**src/rtl/mux_32_8.sv**
```systemverilog
// Word-to-byte serializer: a small word FIFO feeds an MSB-first 4-byte shifter.
// An idle shifter takes the incoming word directly when the FIFO is empty.
module mux_32_8 #(
   parameter int DEPTH  = 4,
   parameter int ADDR_W = 2
) (
   input  logic        clk_4f,
   input  logic        reset,
   input  logic [31:0] data_in,
   input  logic        valid_in,
   output logic [7:0]  data_out,
   output logic        valid_out,
   output logic        fifo_full,
   output logic        fifo_empty,
   output logic        overflow
);

   typedef enum logic {IDLE = 1'b0, SHIFT = 1'b1} state_t;

   localparam logic [ADDR_W:0]   FULL_C  = (ADDR_W+1)'(DEPTH);
   localparam logic [ADDR_W:0]   ZERO_C  = (ADDR_W+1)'(32'd0);
   localparam logic [ADDR_W:0]   ONE_C   = (ADDR_W+1)'(32'd1);
   localparam logic [ADDR_W-1:0] P_ONE_C = ADDR_W'(32'd1);

   state_t            state_r, state_s;
   logic [1:0]        cnt_r, cnt_s;
   logic [31:0]       word_r, word_s;
   logic [7:0]        data_out_r, data_s;
   logic              valid_out_r, valid_s;
   logic              fifo_full_r, fifo_empty_r, overflow_r;
   logic [31:0]       mem_r [DEPTH];
   logic [ADDR_W-1:0] rd_ptr_r, wr_ptr_r;
   logic [ADDR_W:0]   count_r, count_s;
   logic              load_s, pop_s, bypass_s, push_s, wr_en_s, drop_s;

   assign data_out   = data_out_r;
   assign valid_out  = valid_out_r;
   assign fifo_full  = fifo_full_r;
   assign fifo_empty = fifo_empty_r;
   assign overflow   = overflow_r;

   // FIFO/shifter handshake: decide pop, bypass, write and drop for this edge
   always_comb begin
      load_s   = (state_r == IDLE) || (cnt_r == 2'd0);
      pop_s    = load_s && (count_r != ZERO_C);
      bypass_s = load_s && (count_r == ZERO_C) && valid_in;
      push_s   = valid_in && !bypass_s;
      wr_en_s  = push_s && ((count_r != FULL_C) || pop_s);
      drop_s   = push_s && !wr_en_s;
      case ({wr_en_s, pop_s})
         2'b10:   count_s = count_r + ONE_C;
         2'b01:   count_s = count_r - ONE_C;
         default: count_s = count_r;
      endcase
   end

   // Serializer next state and next output byte
   always_comb begin
      state_s = state_r;
      cnt_s   = cnt_r;
      word_s  = word_r;
      data_s  = data_out_r;
      valid_s = valid_out_r;
      if (load_s) begin
         if (pop_s) begin
            word_s = mem_r[rd_ptr_r];
         end else if (bypass_s) begin
            word_s = data_in;
         end else begin
            word_s = word_r;
         end
         if (pop_s || bypass_s) begin
            state_s = SHIFT;
            cnt_s   = 2'd3;
            data_s  = word_s[31:24];
            valid_s = 1'b1;
         end else begin
            state_s = IDLE;
            cnt_s   = 2'd0;
            data_s  = 8'h00;
            valid_s = 1'b0;
         end
      end else begin
         case (cnt_r)
            2'd3:    data_s = word_r[23:16];
            2'd2:    data_s = word_r[15:8];
            2'd1:    data_s = word_r[7:0];
            default: data_s = 8'h00;
         endcase
         state_s = SHIFT;
         cnt_s   = cnt_r - 2'd1;
         valid_s = 1'b1;
      end
   end

   // Serializer registers and output byte
   always_ff @(posedge clk_4f or negedge reset) begin
      if (!reset) begin
         state_r     <= IDLE;
         cnt_r       <= 2'd0;
         word_r      <= 32'h0000_0000;
         data_out_r  <= 8'h00;
         valid_out_r <= 1'b0;
      end else begin
         state_r     <= state_s;
         cnt_r       <= cnt_s;
         word_r      <= word_s;
         data_out_r  <= data_s;
         valid_out_r <= valid_s;
      end
   end

   // FIFO storage, pointers, occupancy, flags and sticky overflow
   always_ff @(posedge clk_4f or negedge reset) begin
      if (!reset) begin
         for (int i = 0; i < DEPTH; i++) begin
            mem_r[i] <= 32'h0000_0000;
         end
         rd_ptr_r     <= '0;
         wr_ptr_r     <= '0;
         count_r      <= ZERO_C;
         fifo_full_r  <= 1'b0;
         fifo_empty_r <= 1'b1;
         overflow_r   <= 1'b0;
      end else begin
         if (wr_en_s) begin
            mem_r[wr_ptr_r] <= data_in;
            wr_ptr_r        <= wr_ptr_r + P_ONE_C;
         end else begin
            wr_ptr_r        <= wr_ptr_r;
         end
         if (pop_s) begin
            rd_ptr_r <= rd_ptr_r + P_ONE_C;
         end else begin
            rd_ptr_r <= rd_ptr_r;
         end
         count_r      <= count_s;
         fifo_full_r  <= (count_s == FULL_C);
         fifo_empty_r <= (count_s == ZERO_C);
         overflow_r   <= overflow_r | drop_s;
      end
   end

endmodule

```
**config.mk**
```make
export PLATFORM = sky130hd
export DESIGN_NAME = mux_32_8
export DESIGN_NICKNAME = d
export VERILOG_FILES = /design/src/rtl/mux_32_8.sv
export SDC_FILE = /design/constraint.sdc
export NUM_CORES = 1
export LEC_CHECK = 0
export ABC_AREA = 1
export BUFFER_PORTS_ARGS = -buffer_cell sky130_fd_sc_hd__buf_2
export CORE_ASPECT_RATIO = 1.25
export CORE_MARGIN = 2
export CORE_UTILIZATION = 60
export DETAILED_ROUTE_END_ITERATION = 6
export GPL_ROUTABILITY_DRIVEN = 0
export PLACE_DENSITY = 0.87
export SYNTH_ARGS = -nofsm -noshare
export SYNTH_HDL_FRONTEND = slang
export SYNTH_SLANG_ARGS = --single-unit
export TNS_END_PERCENT = 5
```
**constraint.sdc**
```tcl
create_clock -name clk_4f -period 2.1 [get_ports clk_4f]
set_input_delay 0.42 -clock clk_4f [delete_from_list [all_inputs] [get_ports clk_4f]]
set_output_delay 0.42 -clock clk_4f [all_outputs]
set_load 0.01 [all_outputs]
```
==> results.cfg <==
[finish]
fin_util = 0.7062
stdcell_area_um2 = 9427
antennaDiodeCount = 0
finalNonFillerCells = 1206
nets = 1067
area_delta_synth_final_pct = 14.34
drive_gt1_frac = 0.1266

[cts]
cts_buffers = 17
cts_sinks = 181
clk_pin_slew_worst_paths_ns = 0.07
htree_levels = 4
cts_root_buffer = clkbuf_16
cts_buffer_depth = 2
cts_tree = built
clock_latency_ns = 0.43

[critical_path]
path_class = flip-flop to flip-flop
path_delay_family = simple AND/OR/NAND/NOR gates
end_kind = flip-flop
start_kind = flip-flop
slowest_delay_ns = 0.40
path_common_cell = buf_4
crit_buf_inv = 4
path_cells = inv_1 -> ha_4 -> inv_2 -> nand2_2 -> nand3_2 -> and3_1 -> buf_4 -> nand2_4 -> buf_4 -> nand2_1 -> o21ai_1
crit_arrival_ns = 2.30
path_max_fanout = 20
crit_required_ns = 2.45
critical_path.slowest_cell = dfrtp_1

[sta]
finalCriticalPeriod_ns = 1.953
fmax_mhz = 512.1
skew_ns = 0.007526
tns_ns = 0
period_share = 0.9298
rsz0062_at_grt = false
max_slew.worst_pin.slew_ns = 0.7380
relSlewSlack = 0.5080
drv_slew = 0
hold_viol = 0
setup-violations-final = 0

[synthesis]
synth_area_um2 = 8244
ys_top_cells_by_area = dfrtp_1, nand2_1, o21ai_1, nor2_1, o21ai_0
synth_area_per_cell_um2 = 8.378
yosysTopAreaCell = dfrtp_1
synth_seq_cells = 181
yosysSeqAreaShare = 0.5496
synth_top_cell_area_share = 0.5464
syn_nets = 1028
synth_cell_type_count = 27
netlist_instances = 984
yosys_warnings = 0

[route]
viasPerCell = 5.743
drc = 0
vias = 6926
routedWlPerCell_um = 16.54
ant_nets = 0
drtIter0Drc = 734
routed_wl_um = 19950
drt_first_pass_iters = 5

[placed_design]
dp_cells = 1174
portBuffers = 46
dp_hpwl_um = 12570
place_area_um2 = 8776

[floorplanning]
boundaryPins = 47
dieHeight_um = 135.1
core.rowCount = 47
start_util = 0.6176
die-area_um2 = 14700
die_x_um = 108.8
core_um2 = 13350

[global_routing]
globalRouteOverflowTotal = 0
grt_pass1_wl_um = 33160
grt_usage = 0.2923
grt_max_degree = 58
first_global_vias = 6953
antenna_found_initial = 0

[pwr]
powerDensity_nw_per_um2 = 1695
vdd_ir_drop_max_mv = 1.004
power.leakage_uw = 0.004619

[status]
status = finished, final reports clean

[job]
drv_cap = 0

[min_path]
hold_class = primary input to flip-flop
[final timing paths]
| kind | to | cells after the start | slack (ns) | start |
|---|---|---|---|---|
| max | mem_r[18] | 11 | 0.15 | cnt_r[1] |
| min | mem_r[52] | 3 | 0.30 | data_in[20] |
| max reg2reg | mem_r[18] | 11 | 0.15 | cnt_r[1] |
| min reg2reg | overflow | 1 | 0.49 | overflow |
| max in group asynchronous | word_r[2] | 3 | 0.93 | reset |
| min in group asynchronous | word_r[29] | 2 | 0.49 | reset |
[what timing repair did]
action,4_1_cts,5_1_grt
hold buffers,1,0
resized for setup,0,8
endpoints found under the setup margin,0,57
hold endpoints to repair,40,0
buffers inserted,0,0
[final cells by class]
type	instances	area [um2]
Tap cell	171	214.0
Multi-Input combinational cell	687	3221
Clock buffer	23	488.0
Inverter	58	217.7
Sequential cell	181	4532
Fill cell	958	3923
Timing Repair Buffer	78	631.9
Clock inverter	8	122.6
[per-layer routing]
layer	wire length, um	global-route usage	share of wire	vias up
met2	9949	0.4955	0.50	273
met5	0	0	0	-
met1	8214	0.3716	0.41	3311
met4	563	0.1175	0.028	0
met3	1222	0.05019	0.061	49
li1	-	-	-	3293
[cells in the mapped netlist]
cell type  instances
a21boi_0           1
a31oi_1            8
and3_1             1
buf_1              2
buf_2             19
buf_4             13
clkbuf_1          24
dfrtp_1          180
dfstp_2            1
fa_1               1
ha_1               8
inv_1             51
inv_2              7
nand2_1          286
nand2_2            2
nand2_4            4
nand3_1           30
nand3_2            2
nand4_1            2
nor2_1            93
nor2_2             1
nor2_4             3
o211ai_1          33
o21ai_0           61
o21ai_1          148
o21bai_1           1
xor2_1             2
[state kept, by name, indices dropped and copies added (netlist names)]
signal,count
wr_ptr_r,2
valid_out,1
cnt_r,2
fifo_full,1
word_r,32
rd_ptr_r,2
fifo_empty,1
data_out,8
count_r,3
mem_r,128
overflow,1
[stage by stage]
stage | hold slack, ns | total power, uW | worst slack [ns]
floorplan | 0.1244 | 10540 | 0.2114
global placement | 0.3795 | 12130 | 0.1999
detailed placement | 0.3847 | 12500 | 0.06894
CTS | 0.2908 | 15890 | 0.04145
global route | 0.2987 | 17170 | 0.03177
finish | 0.3022 | 15980 | 0.1473
[cells in the final DEF, fill, tap and decap left out, drive strengths merged]
cell         instances
nand2              292
o21ai              209
dfrtp              180
nor2                97
buf                 77
inv                 58
o211ai              33
nand3               32
clkbuf              23
a31oi                8
ha                   8
bufinv               3
clkinvlp             3
nand4                2
xor2                 2
clkinv               2
o21bai               1
a21boi               1
and3                 1
fa                   1
dfstp                1
dlygate4sd3          1
[where the power goes]
part / internal (uW) / switching [uW]
combinational: 2480 / 4120
sequential: 5090 / 1000
clock: 1990 / 1300
total: 9550 / 6430
[kinds of logic (layout without fill, tap and decap cells)]
logic type / count (synthesis) / in the layout / synth area share
buf+inv: 116 / 167 / 0.06162
fa+ha+maj: 9 / 9 / 0.01457
xor+xnor: 2 / 2 / 0.002125
simple gates: 424 / 424 / 0.2073
flops: 181 / 181 / 0.5496
compound gates: 252 / 252 / 0.1648
[worst register-to-register path, stage by stage (launching register included)]
cell and delay (ns):
dfrtp_1 0.40, inv_1 0.12, ha_4 0.17, inv_2 0.04, nand2_2 0.11, nand3_2 0.13, and3_1 0.20, buf_4 0.17
nand2_4 0.08, buf_4 0.25, nand2_1 0.10, o21ai_1 0.10
Power figures use the tool's default switching activity.
